**src/rtl/dmux_stream_pkg.sv**
```systemverilog
// Shared defaults and helpers for the dmux_stream word demultiplexer.
// Select width is derived from the channel count when not given explicitly.
package dmux_stream_pkg;

    localparam int DEF_WIDTH = 16;
    localparam int DEF_N     = 8;
    localparam int DEF_CNT_W = 8;

    // Select width: ceil(log2(n)), never below one bit.
    function automatic int sel_width(input int n);
        int w;
        w = 1;
        while ((1 << w) < n) begin
            w = w + 1;
        end
        return w;
    endfunction

endpackage

```
**src/rtl/dmux_chan_reg.sv**
```systemverilog
// One-entry output register for a single dmux_stream channel.
// A load wins over a same-cycle drain, so the channel can refill while emptying.
module dmux_chan_reg
    import dmux_stream_pkg::*;
#(
    parameter int WIDTH = DEF_WIDTH
) (
    input  logic             clk,
    input  logic             reset,
    input  logic             load_i,
    input  logic [WIDTH-1:0] data_i,
    input  logic             out_ready_i,
    output logic             valid_o,
    output logic [WIDTH-1:0] data_o
);

    logic             valid_q, valid_d;
    logic [WIDTH-1:0] data_q, data_d;

    always_comb begin
        valid_d = valid_q;
        data_d  = data_q;
        if (load_i) begin
            valid_d = 1'b1;
            data_d  = data_i;
        end else if (valid_q && out_ready_i) begin
            valid_d = 1'b0;
        end
    end

    always_ff @(posedge clk) begin
        if (reset) begin
            valid_q <= 1'b0;
            data_q  <= '0;
        end else begin
            valid_q <= valid_d;
            data_q  <= data_d;
        end
    end

    assign valid_o = valid_q;
    assign data_o  = data_q;

endmodule

```
**src/rtl/dmux_stream.sv**
```systemverilog
// Registered 1-to-N valid/ready demultiplexer with broadcast mode and a
// saturating counter of words dropped for an out-of-range select.
module dmux_stream
    import dmux_stream_pkg::*;
#(
    parameter int WIDTH = DEF_WIDTH,
    parameter int N     = DEF_N,
    parameter int SEL_W = sel_width(N),
    parameter int CNT_W = DEF_CNT_W
) (
    input  logic               clk,
    input  logic               reset,
    input  logic               in_valid,
    output logic               in_ready,
    input  logic [WIDTH-1:0]   in_data,
    input  logic [SEL_W-1:0]   in_sel,
    input  logic               in_bcast,
    output logic [N-1:0]       out_valid,
    input  logic [N-1:0]       out_ready,
    output logic [N*WIDTH-1:0] out_data,
    output logic [CNT_W-1:0]   drop_cnt
);

    localparam logic [SEL_W:0] N_EXT = (SEL_W + 1)'(N);

    logic [N-1:0]     chan_free;
    logic [N-1:0]     sel_onehot;
    logic [N-1:0]     load_vec;
    logic             sel_in_range;
    logic             accept;
    logic [CNT_W-1:0] drop_q, drop_d;

    assign chan_free    = ~out_valid | out_ready;
    assign sel_in_range = ({1'b0, in_sel} < N_EXT);

    always_comb begin
        sel_onehot = '0;
        for (int i = 0; i < N; i++) begin
            sel_onehot[i] = (in_sel == SEL_W'(i));
        end
    end

    // Out-of-range unicast words are always taken so the producer never stalls on them.
    always_comb begin
        in_ready = 1'b0;
        if (!reset) begin
            if (in_bcast) begin
                in_ready = &chan_free;
            end else if (sel_in_range) begin
                in_ready = |(chan_free & sel_onehot);
            end else begin
                in_ready = 1'b1;
            end
        end
    end

    assign accept = in_valid && in_ready;

    always_comb begin
        load_vec = '0;
        if (accept) begin
            load_vec = in_bcast ? {N{1'b1}} : sel_onehot;
        end
    end

    always_comb begin
        drop_d = drop_q;
        if (accept && !in_bcast && !sel_in_range && (drop_q != {CNT_W{1'b1}})) begin
            drop_d = drop_q + 1'b1;
        end
    end

    always_ff @(posedge clk) begin
        if (reset) begin
            drop_q <= '0;
        end else begin
            drop_q <= drop_d;
        end
    end

    assign drop_cnt = drop_q;

    for (genvar g = 0; g < N; g++) begin : g_chan
        dmux_chan_reg #(
            .WIDTH(WIDTH)
        ) u_chan (
            .clk        (clk),
            .reset      (reset),
            .load_i     (load_vec[g]),
            .data_i     (in_data),
            .out_ready_i(out_ready[g]),
            .valid_o    (out_valid[g]),
            .data_o     (out_data[g*WIDTH +: WIDTH])
        );
    end

endmodule
```
**config.mk**
```make
export PLATFORM = sky130hd
export DESIGN_NAME = dmux_stream
export DESIGN_NICKNAME = d
export VERILOG_FILES = /design/src/rtl/dmux_stream_pkg.sv /design/src/rtl/dmux_chan_reg.sv /design/src/rtl/dmux_stream.sv
export SDC_FILE = /design/constraint.sdc
export NUM_CORES = 1
export LEC_CHECK = 0
export ABC_CLOCK_PERIOD_IN_PS = 3100
export CORE_MARGIN = 10
export CORE_UTILIZATION = 50
export DETAILED_ROUTE_END_ITERATION = 10
export PLACE_DENSITY = 0.84
export SYNTH_ARGS = -nofsm -noshare
export SYNTH_HDL_FRONTEND = slang
export SYNTH_SLANG_ARGS = --single-unit
export TNS_END_PERCENT = 5
```
**constraint.sdc**
```tcl
create_clock -name clk -period 3.1 [get_ports clk]
set_input_delay 0.465 -clock clk [delete_from_list [all_inputs] [get_ports clk]]
set_output_delay 0.465 -clock clk [all_outputs]
set_load 0.03 [all_outputs]
```
==> parameters.txt, run 1 <==
Parameter                              Value

Outcome
  Run status    finished clean

Detailed routing
  Mean routed wirelength per cell    19.5 um
  Number of iterations in the first detailed-routing pass    4
  Post-detailed-routing wire length    16100 um
  Routed vias    4263
  Count of unresolved DRC violations after routing    0
  Number of DRC markers in iteration 0    223
  Post-route antenna net violation count    0
  Via-per-instance ratio    5.17

Global route
  Number of antenna violations at the first check in global routing    0
  Number of global-route vias before repair    4508
  Wire length of the first global-routing pass    25200 um
  Pin count of the biggest net entering global routing    138
  Global-route total usage across every layer    19.3%
  Remaining global-route overflow    0

Yosys
  Sequential fraction of the synthesis area    46.6%
  Count of state elements after synthesis    136
  Mean instance size in the synthesized netlist    11.6 um^2
  Most frequent cell after synthesis    dfxtp_1
  Cells taking the most area after synthesis    dfxtp_1, mux2_2, nor2b_1, mux2_4, buf_4
  Main synth FF type    dfxtp_1
  Post-synthesis instance total    505
  Ranking of synthesized cells by instance count    dfxtp_1, nor2b_1, mux2_2
  Proportion of register bits with asynchronous set or reset after synthesis    0%
  Number of enable-type register cells in the synthesized netlist    0
  Top cell type by total area after synthesis    dfxtp_1
  Yosys top cell area share    46.6%
  Warnings from Yosys    0
  Netlist cell types    32
  Netlist area before placement    5840 um^2

Timing
  Clock Skews    8.42 ps
  Final worst path period share    95.1%
  Final number of setup-violating endpoints    0
  Max Slew Vio Count    0
  Min Clock Period, post-route    2950 ps
  RSZ-0062 raised after global routing    no
  Least-Margin Pin Slew    627 ps
  Fmax    0.339 GHz
  Final-report hold violation count    0
  Relative max-transition margin    57.9%
  Setup total negative slack    0 ps

Die
  Die X-Extent    128 um
  Starting Density    51.2%
  Number of rows created at floorplan    39
  Die height    128 um
  Die Area    16400 um^2
  Core area    11400 um^2
  Number of top-level pins    176

Hold path
  Worst hold-check path type    register to register

Cells and area
  Filler Cell Count    832
  Fraction of final layout cells with drive strength greater than 1    27.9%
  Syn-to-layout area delta    40.1%
  Number of nets in the final layout    699
  Total inserted antenna cells    0

Critical path
  CP max stage delay    520 ps
  Crit path required time    2630 ps
  Slowest-stage cell, CP    a22oi_4
  Critical Path, Cell by Cell    clkdlybuf4s50_1 > nor2_1 > a22oi_1 > a22oi_4 > nor2_1 > nor3_1 > buf_4
  Startpoint Class    input pin
  Signal arrival time at the worst endpoint    2480 ps
  Biggest fanout along the worst timing path    17
  Critical path's most frequent cell    nor2_1
  Type of element capturing the critical path    output pin
  CP Class    input pin to output pin

Pwr
  Leakage power    3.33 nW
  VDD IR-drop max    0.463 mV
  Total design power    5.07 mW
  Pwr dens    619 nW/um^2

Clock network
  Number of sinks on the clock net    136
  Number of buffers added for setup after CTS    0
  Insertion delay to the later sink of the worst-skew pair    410 ps
  Clock tree from TritonCTS    built
  Cts repair resizes    0
  Clock edge transition at the registers on the reported setup and hold paths    60 ps
  Clock Tree Buf Depth    2
  Clk Tree Root Cell    clkbuf_16
  Cts bufs inserted    17
  Depth of the CTS H-tree    4
  Number of hold buffers added after CTS    0

Place
  Final Wtd Congestion    0.865
  Port bufs    167
  Detailed Place HPWL    11200 um

Run
  # Max-Cap Violations    0
-- flip-flops by register name, summed over array words and instances, names as in the netlist --
signal / cells
g_chan.u_chan.data_o: 128
g_chan.u_chan.valid_o: 8
-- cell usage in the layout (no fill, tap or decap), types with 2 or more instances in the layout --
cell / n
clkdlybuf4s50_1: 165
dfxtp_1: 136
nor2b_1: 130
mux2_2: 118
clkbuf_16: 17
buf_4: 12
mux2_4: 10
nand2b_1: 8
o31ai_1: 8
o211ai_1: 8
a21oi_1: 8
conb_1: 8
nand2_1: 7
o211ai_2: 7
nor2_1: 5
clkbuf_8: 4
bufinv_16: 4
clkinvlp_4: 3
buf_12: 3
nand4_2: 2
nand3_1: 2
-- cell type report --
class | count | area (um^2) | share of cell area (%)
multi-input cells | 332 | 2830 | 34.6
flip-flops and latches | 136 | 2720 | 33.2
repair buffers | 180 | 1800 | 22.0
clock buffers | 22 | 484 | 5.91
well taps | 143 | 179 | 2.18
clock inverters | 10 | 165 | 2.02
inverters | 1 | 3.75 | 0.0458
-- layer usage --
layer	vias up	wire [um]	GRT usage [%]
li1	2030	-	-
met1	2061	6430	21.4
met2	151	7750	32.0
met3	21	1650	8.85
met4	0	234	6.82
met5	-	0	0
-- critical path, delay by kind of cell --
kind | cells | cell delay, ps
AO/OA/AOI/OAI | 2 | 710
AND/OR/NAND/NOR | 3 | 620
buffers and inverters | 2 | 690
-- kinds of logic (layout without fill, tap and decap cells) --
| group | count (synthesis) | in the layout | share of synthesized area (%) |
|---|---|---|---|
| buffers and inverters | 44 | 213 | 5.37 |
| flip-flops | 136 | 136 | 46.6 |
| AO/OA/AOI/OAI | 38 | 38 | 5.95 |
| other | 1 | 8 | 0.0642 |
| multiplexers | 129 | 129 | 25.5 |
| AND/OR/NAND/NOR | 157 | 157 | 16.5 |
-- worst paths after layout --
path | startpoint | to | slack (ps) | depth (start not counted)
max | in_sel[2] | in_ready | 150 | 7
min | g_chan[1].u_chan.valid_o | g_chan[1].u_chan.valid_o | 580 | 2
max reg2reg | g_chan[3].u_chan.valid_o | g_chan[1].u_chan.data_o[2] | 950 | 6
min reg2reg | g_chan[1].u_chan.valid_o | g_chan[1].u_chan.valid_o | 580 | 2
-- stage by stage --
stage	hold WS, ps	utilization, %	worst slack (ps)	instance area [um^2]	instances
2_1_floorplan	513	-	578	5870	512
5_1_grt	602	71.7	4.89	8190	824
3_3_place_gp	554	66.0	278	7540	792
4_1_cts	574	71.7	171	8190	824
3_5_place_dp	558	66.0	180	7540	792
6_report	576	71.7	151	8190	824
-- power breakdown --
| group | internal, mW | switching [mW] |
|---|---|---|
| sequential | 1.87 | 0.0619 |
| combinational | 0.427 | 0.534 |
| clock | 1.43 | 0.744 |
Power figures use the tool's default switching activity.
==> inputs of run 2 (changes only) <==
- ABC_CLOCK_PERIOD_IN_PS: 3100 -> 3500
- clock period: 3.1 -> 3.5 ns (I/O delays scaled with it)
==> run 2 against run 1 <==
Critical path depth is the same. Register-to-register slack gained 350 ps. Combinational power shrank 12%. Sequential cell count is the same. Clock-buffer cell count grew 3. Via count grew 0.45%. Cell count is the same. Clock power shrank 22%. Sequential share of layout area grew 0.41 points. Core utilization shrank 0.88 points. Non-clock buffer count is the same. Highest routed layer unchanged.
==> parameters.txt, run 2 (synthesis results as in run 1) <==
Parameter                              Value

Outcome
  Run status    finished clean (unchanged)

Detailed routing
  Mean routed wirelength per cell    19.5 um (about the same)
  Number of iterations in the first detailed-routing pass    4 (unchanged)
  Post-route antenna net violation count    0 (unchanged)
  Post-detailed-routing wire length    16100 um (about the same)
  Routed vias    4282 (was 4263)
  Count of unresolved DRC violations after routing    0 (unchanged)
  Number of DRC markers in iteration 0    263 (was 223)
  Via-per-instance ratio    5.20 (was 5.17)

Timing
  Least-Margin Pin Slew    710 ps (was 627 ps)
  Final-report hold violation count    0 (unchanged)
  Worst slack on hold paths    573 ps (was 576 ps)
  Min Clock Period, post-route    3140 ps
  Final worst path period share    89.7%
  Relative max-transition margin    52.7% (was 57.9%)
  RSZ-0062 raised after global routing    no (unchanged)
  Max Slew Vio Count    0 (unchanged)
  Setup total negative slack    0 ps (unchanged)
  Fmax    0.319 GHz
  Clock Skews    5.00 ps (was 8.42 ps)
  Final number of setup-violating endpoints    0 (unchanged)

Cells and area
  Most common cell after layout, fill and taps aside    clkdlybuf4s50_1 (unchanged)
  Syn-to-layout area delta    38.4% (was 40.1%)
  Total inserted antenna cells    0 (unchanged)
  Multi-input gate area    2830 um^2 (unchanged)
  Fraction of final layout cells with drive strength greater than 1    27.5% (was 27.9%)
  Final non-filler cell area    8090 um^2 (was 8190 um^2)
  Most used cells in the layout excluding fill and tap cells    clkdlybuf4s50_1, dfxtp_1, nor2b_1, mux2_2, clkbuf_16 (unchanged)
  Number of nets in the final layout    699 (unchanged)
  Flip-flop count of the largest register, all copies and words added    128 (unchanged)
  Sequential cell area    2720 um^2 (unchanged)
  Filler Cell Count    822 (was 832)

Place
  Port bufs    167 (unchanged)
  Final Wtd Congestion    0.839 (was 0.865)
  Placement-stage cell area    7520 um^2 (was 7540 um^2)
  Detailed Place HPWL    11500 um (was 11200 um)

Critical path
  Slowest-stage cell, CP    clkdlybuf4s50_1 (was a22oi_4)
  CP max stage delay    710 ps (was 520 ps)
  CP Class    input pin to output pin (unchanged)
  Type of element capturing the critical path    output pin (unchanged)
  Critical path's top delay family    buffers and inverters (was compound AO/OA/AOI/OAI gates)
  Biggest fanout along the worst timing path    6 (was 17)
  Reg-to-Reg Start    g_chan[0].u_chan.valid_o (was g_chan[3].u_chan.valid_o)
  Combined buffer and inverter count along the critical path    2 (unchanged)
  Crit path required time    2970 ps (was 2630 ps)
  Signal arrival time at the worst endpoint    2610 ps (was 2480 ps)
  Startpoint Class    input pin (unchanged)
  Critical path launch point    in_sel[2] (unchanged)
  Critical Path, Cell by Cell    clkdlybuf4s50_1 > nor2_1 > a22oi_1 > a22oi_4 > nor2_1 > nor3_1 > clkdlybuf4s50_1 (was clkdlybuf4s50_1 > nor2_1 > a22oi_1 > a22oi_4 > nor2_1 > nor3_1 > buf_4)

Clock network
  Number of sinks on the clock net    136 (unchanged)
  Number of buffers added for setup after CTS    0 (unchanged)
  Cts bufs inserted    17 (unchanged)
  Clock tree from TritonCTS    built (unchanged)
  Clk Tree Root Cell    clkbuf_16 (unchanged)
  Number of hold buffers added after CTS    0 (unchanged)
  Cts repair resizes    0 (unchanged)
  Insertion delay to the later sink of the worst-skew pair    420 ps (was 410 ps)
  Clock Tree Buf Depth    2 (unchanged)
  Depth of the CTS H-tree    4 (unchanged)
  Clock edge transition at the registers on the reported setup and hold paths    60 ps (about the same)

Pwr
  Total design power    4.26 mW (was 5.07 mW)
  Pwr dens    527 nW/um^2 (was 619 nW/um^2)
  VDD IR-drop max    0.414 mV (was 0.463 mV)
  Leakage power    3.30 nW (was 3.33 nW)

Global route
  Remaining global-route overflow    0 (unchanged)
  Number of antenna violations at the first check in global routing    0 (unchanged)
  Wire length of the first global-routing pass    25000 um (was 25200 um)
  Number of global-route vias before repair    4597 (was 4508)
  Global-route total usage across every layer    19.4% (was 19.3%)
  Pin count of the biggest net entering global routing    72 (was 138)

Run
  # Max-Cap Violations    0 (unchanged)

Die
  Die X-Extent    128 um (unchanged)
  Core area    11400 um^2 (unchanged)
  Starting Density    51.2% (unchanged)
  Die height    128 um (unchanged)
  Number of rows created at floorplan    39 (unchanged)
  Die Area    16400 um^2 (unchanged)
  Number of top-level pins    176 (unchanged)

Hold path
  Worst Min Path Start    g_chan[6].u_chan.valid_o (was g_chan[1].u_chan.valid_o)
  Worst hold-check path type    register to register (unchanged)
-- run 2: final timing paths --
| kind | endpoint | depth (start not counted) | slack, ps |
|---|---|---|---|
| worst max-delay path | in_ready | 7 | 360 |
| worst min-delay path | g_chan[6].u_chan.valid_o | 2 | 570 |
| worst max register to register | g_chan[2].u_chan.data_o[8] | 7 | 1300 |
| worst min register to register | g_chan[6].u_chan.valid_o | 2 | 570 |
-- run 2: where the power goes --
group	switching, mW	leakage (nW)	internal (mW)	total, mW
combinational	0.473	1.90	0.376	0.849
clock	0.634	0.283	1.07	1.70
sequential	0.0545	1.11	1.66	1.71
-- run 2: per-layer routing --
layer,global-route usage (%),share of wire [%]
met5,0,0
met4,7.15,1.8
met3,9.59,11
met2,32.8,49
met1,20.4,39
-- run 2: tightest hold or removal path, stage by stage (launching register included) --
cell and delay, ps:
dfxtp_1 310, nand2b_1 140, a21oi_1 80
-- run 2: final cells by class --
type                            instances  area share, %
Inverter                                1         0.0464
Sequential cell                       136           33.7
Timing Repair Buffer                  180           22.0
Clock inverter                          7          0.820
Clock buffer                           25           6.25
Multi-Input combinational cell        332           35.0
Tap cell                              143           2.21
-- run 2: metrics by stage --
step / instances / util, % / setup slack, ps
2_1_floorplan: 512 / - / 858
6_report: 824 / 70.8 / 361
4_1_cts: 824 / 70.8 / 354
3_3_place_gp: 792 / 65.8 / 430
3_5_place_dp: 792 / 65.8 / 364
5_1_grt: 824 / 70.8 / 209
==> inputs of run 3 (changes only) <==
- ABC_CLOCK_PERIOD_IN_PS: 3500 -> 3400
- CORE_UTILIZATION: 50 -> 47
- PLACE_DENSITY: 0.84 -> 0.8
- clock period: 3.5 -> 3.4 ns (I/O delays scaled with it)
==> run 3 against run 2 <==
Sequential cell count unchanged. Sequential share of layout area decreased by 0.51 points. Clock-buffer cell count increased by 1. Worst setup slack got worse by 110 ps. Worst hold slack got worse by 13 ps. Cell area increased by 1.5%. Register-to-register slack got worse by 20 ps. Routed wire length increased by 3.4%. Combinational power increased by 3.9%. Critical path depth unchanged.
==> parameters.txt, run 3 (synthesis results as in run 1) <==
Parameter                              Value

Critical path
  Signal arrival time at the worst endpoint    2640 ps (was 2610 ps)
  Reg-to-Reg Start    g_chan[3].u_chan.valid_o (was g_chan[0].u_chan.valid_o)
  Critical Path, Cell by Cell    clkdlybuf4s50_1 > nor2_1 > a22oi_1 > a22oi_4 > nor2_1 > nor3_1 > clkdlybuf4s50_1 (unchanged)
  Slowest-stage cell, CP    clkdlybuf4s50_1 (unchanged)
  Startpoint Class    input pin (unchanged)
  Type of element capturing the critical path    output pin (unchanged)
  Crit path required time    2890 ps (was 2970 ps)
  Reg2Reg Setup Slack    1280 ps (was 1300 ps)
  CP Class    input pin to output pin (unchanged)
  Biggest fanout along the worst timing path    6 (unchanged)
  CP endpoint    in_ready (unchanged)
  Critical path launch point    in_sel[0] (was in_sel[2])
  Depth of the worst register-to-register path    6 (was 7)
  CP max stage delay    710 ps (about the same)
  Capture instance of the worst register-to-register path    g_chan[0].u_chan.data_o[6] (was g_chan[2].u_chan.data_o[8])

Pwr
  Switching Fraction    26.3% (was 27.2%)
  Cell-internal power    3.39 mW (was 3.10 mW)
  Combinational power share    19.2% (was 19.9%)
  Power share of the sequential group    38.4% (was 40.2%)
  Pwr dens    559 nW/um^2 (was 527 nW/um^2)
  VDD IR-drop max    0.326 mV (was 0.414 mV)
  Leakage power    3.34 nW (was 3.30 nW)
  Total design power    4.59 mW (was 4.26 mW)
  Switching power    1.21 mW (was 1.16 mW)
  Part of the total power dissipated in the clock network    42.4% (was 39.9%)

Global route
  Global-route total usage across every layer    19.0% (was 19.4%)
  Pin count of the biggest net entering global routing    85 (was 72)
  Remaining global-route overflow    0 (unchanged)
  Number of antenna violations at the first check in global routing    0 (unchanged)
  Number of global-route vias before repair    4633 (was 4597)
  Wire length of the first global-routing pass    26300 um (was 25000 um)

Clock network
  Cts repair resizes    0 (unchanged)
  Number of sinks on the clock net    136 (unchanged)
  Clock Tree Buf Depth    2 (unchanged)
  Cts bufs inserted    17 (unchanged)
  Clk Tree Root Cell    clkbuf_16 (unchanged)
  Clock tree from TritonCTS    built (unchanged)
  Depth of the CTS H-tree    4 (unchanged)
  Number of hold buffers added after CTS    0 (unchanged)
  Insertion delay to the later sink of the worst-skew pair    420 ps (about the same)
  Clock edge transition at the registers on the reported setup and hold paths    50 ps (was 60 ps)
  Number of buffers added for setup after CTS    0 (unchanged)

Detailed routing
  Max Used Layer    met4 (unchanged)
  Mean routed wirelength per cell    19.5 um (about the same)
  Number of DRC markers in iteration 0    246 (was 263)
  Post-detailed-routing wire length    16600 um (was 16100 um)
  Routed length on met2    7770 um (was 7870 um)
  Via-per-instance ratio    5.03 (was 5.20)
  WL met3    1610 um (was 1710 um)
  Post-route antenna net violation count    0 (unchanged)
  Number of iterations in the first detailed-routing pass    4 (unchanged)
  Count of unresolved DRC violations after routing    0 (unchanged)
  Routed vias    4282 (unchanged)
  Routed met1 length    7050 um (was 6220 um)

Timing
  Least-Margin Pin Slew    866 ps (was 710 ps)
  Final worst path period share    92.6%
  Relative max-transition margin    42.3% (was 52.7%)
  Max Slew Vio Count    0 (unchanged)
  Final-report hold violation count    0 (unchanged)
  Final number of setup-violating endpoints    0 (unchanged)
  Min Clock Period, post-route    3150 ps
  Fmax    0.318 GHz
  Clock Skews    5.01 ps (was 5.00 ps)
  Setup total negative slack    0 ps (unchanged)
  RSZ-0062 raised after global routing    no (unchanged)
  Worst slack on hold paths    560 ps (was 573 ps)

Cells and area
  Number of nets in the final layout    701 (was 699)
  Total inserted antenna cells    0 (unchanged)
  Fraction of final layout cells with drive strength greater than 1    27.8% (was 27.5%)
  Most common cell after layout, fill and taps aside    clkdlybuf4s50_1 (unchanged)
  Most used cells in the layout excluding fill and tap cells    clkdlybuf4s50_1, dfxtp_1, nor2b_1, mux2_2, clkbuf_16 (unchanged)
  Syn-to-layout area delta    40.6% (was 38.4%)
  Flip-flop count of the largest register, all copies and words added    128 (unchanged)

Place
  Final Wtd Congestion    0.917 (was 0.839)
  Detailed Place HPWL    11800 um (was 11500 um)
  Port bufs    167 (unchanged)

Die
  Starting Density    48.2% (was 51.2%)
  Die Area    17300 um^2 (was 16400 um^2)
  Die X-Extent    132 um (was 128 um)
  Number of rows created at floorplan    40 (was 39)
  Core area    12100 um^2 (was 11400 um^2)
  Number of top-level pins    176 (unchanged)
  Die height    132 um (was 128 um)

Hold path
  Worst hold-check path type    register to register (unchanged)
  Cell count of the worst hold path    2 (unchanged)

Outcome
  Run status    finished clean (unchanged)

Run
  # Max-Cap Violations    0 (unchanged)
[run 3: cell count changes in the layout (fill, tap and decap cells not counted), sizes merged]
cell and delta:
buf +2, clkinvlp -1, clkbuf +1, bufinv +2, clkinv -2
[run 3: through the flow]
stage / worst slack, ps / cell area [um^2] / instances / util (%)
6_report: 252 / 8210 / 851 / 67.8
5_1_grt: 58.3 / 8210 / 851 / 67.8
4_1_cts: 262 / 8210 / 851 / 67.8
3_5_place_dp: 263 / 7580 / 819 / 62.6
3_3_place_gp: 366 / 7580 / 819 / 62.6
2_1_floorplan: 788 / 5870 / 512 / -
[run 3: power by group through the flow]
stage	Sequential, mW	Clock [mW]	Combinational, mW
after CTS	1.76	1.98	0.888
final	1.76	1.95	0.882
after floorplan	1.99	0	0.344
after global placement	1.79	0	0.867
after detailed placement	1.79	0	0.881
after global routing	1.78	2.05	0.929
[run 3: worst max-delay path, delay by kind of cell]
kind,cells,cell delay (ps)
AOI/OAI and AO/OA,2,380
buffers and inverters,2,1220
and+or+nand+nor,3,530
[run 3: how the worst min path moves through the flow]
stage / startpoint / end / slack, ps
after global placement: g_chan[7].u_chan.valid_o / g_chan[7].u_chan.valid_o / 550
after CTS: g_chan[7].u_chan.valid_o / g_chan[7].u_chan.valid_o / 560
after detailed placement: g_chan[7].u_chan.valid_o / g_chan[7].u_chan.valid_o / 560
after floorplan: g_chan[5].u_chan.valid_o / g_chan[5].u_chan.valid_o / 510
after global routing: g_chan[1].u_chan.valid_o / g_chan[1].u_chan.valid_o / 600
final: g_chan[1].u_chan.valid_o / g_chan[1].u_chan.valid_o / 560
[run 3: final cells by class]
cell class / instances / area (um^2)
timing repair buffer: 182 / 1810
sequential: 136 / 2720
clock inverter: 6 / 109
tap: 168 / 210
clock buffer: 26 / 529
multi-input combinational: 332 / 2830
inverter: 1 / 3.75
fill: 939 / 3900
[run 3: metal layers]
| layer | vias to the layer above | track usage (%) |
|---|---|---|
| li1 | 2028 | - |
| met1 | 2083 | 21.9 |
| met2 | 150 | 30.4 |
| met3 | 21 | 9.76 |
| met4 | 0 | 5.13 |
| met5 | - | 0 |
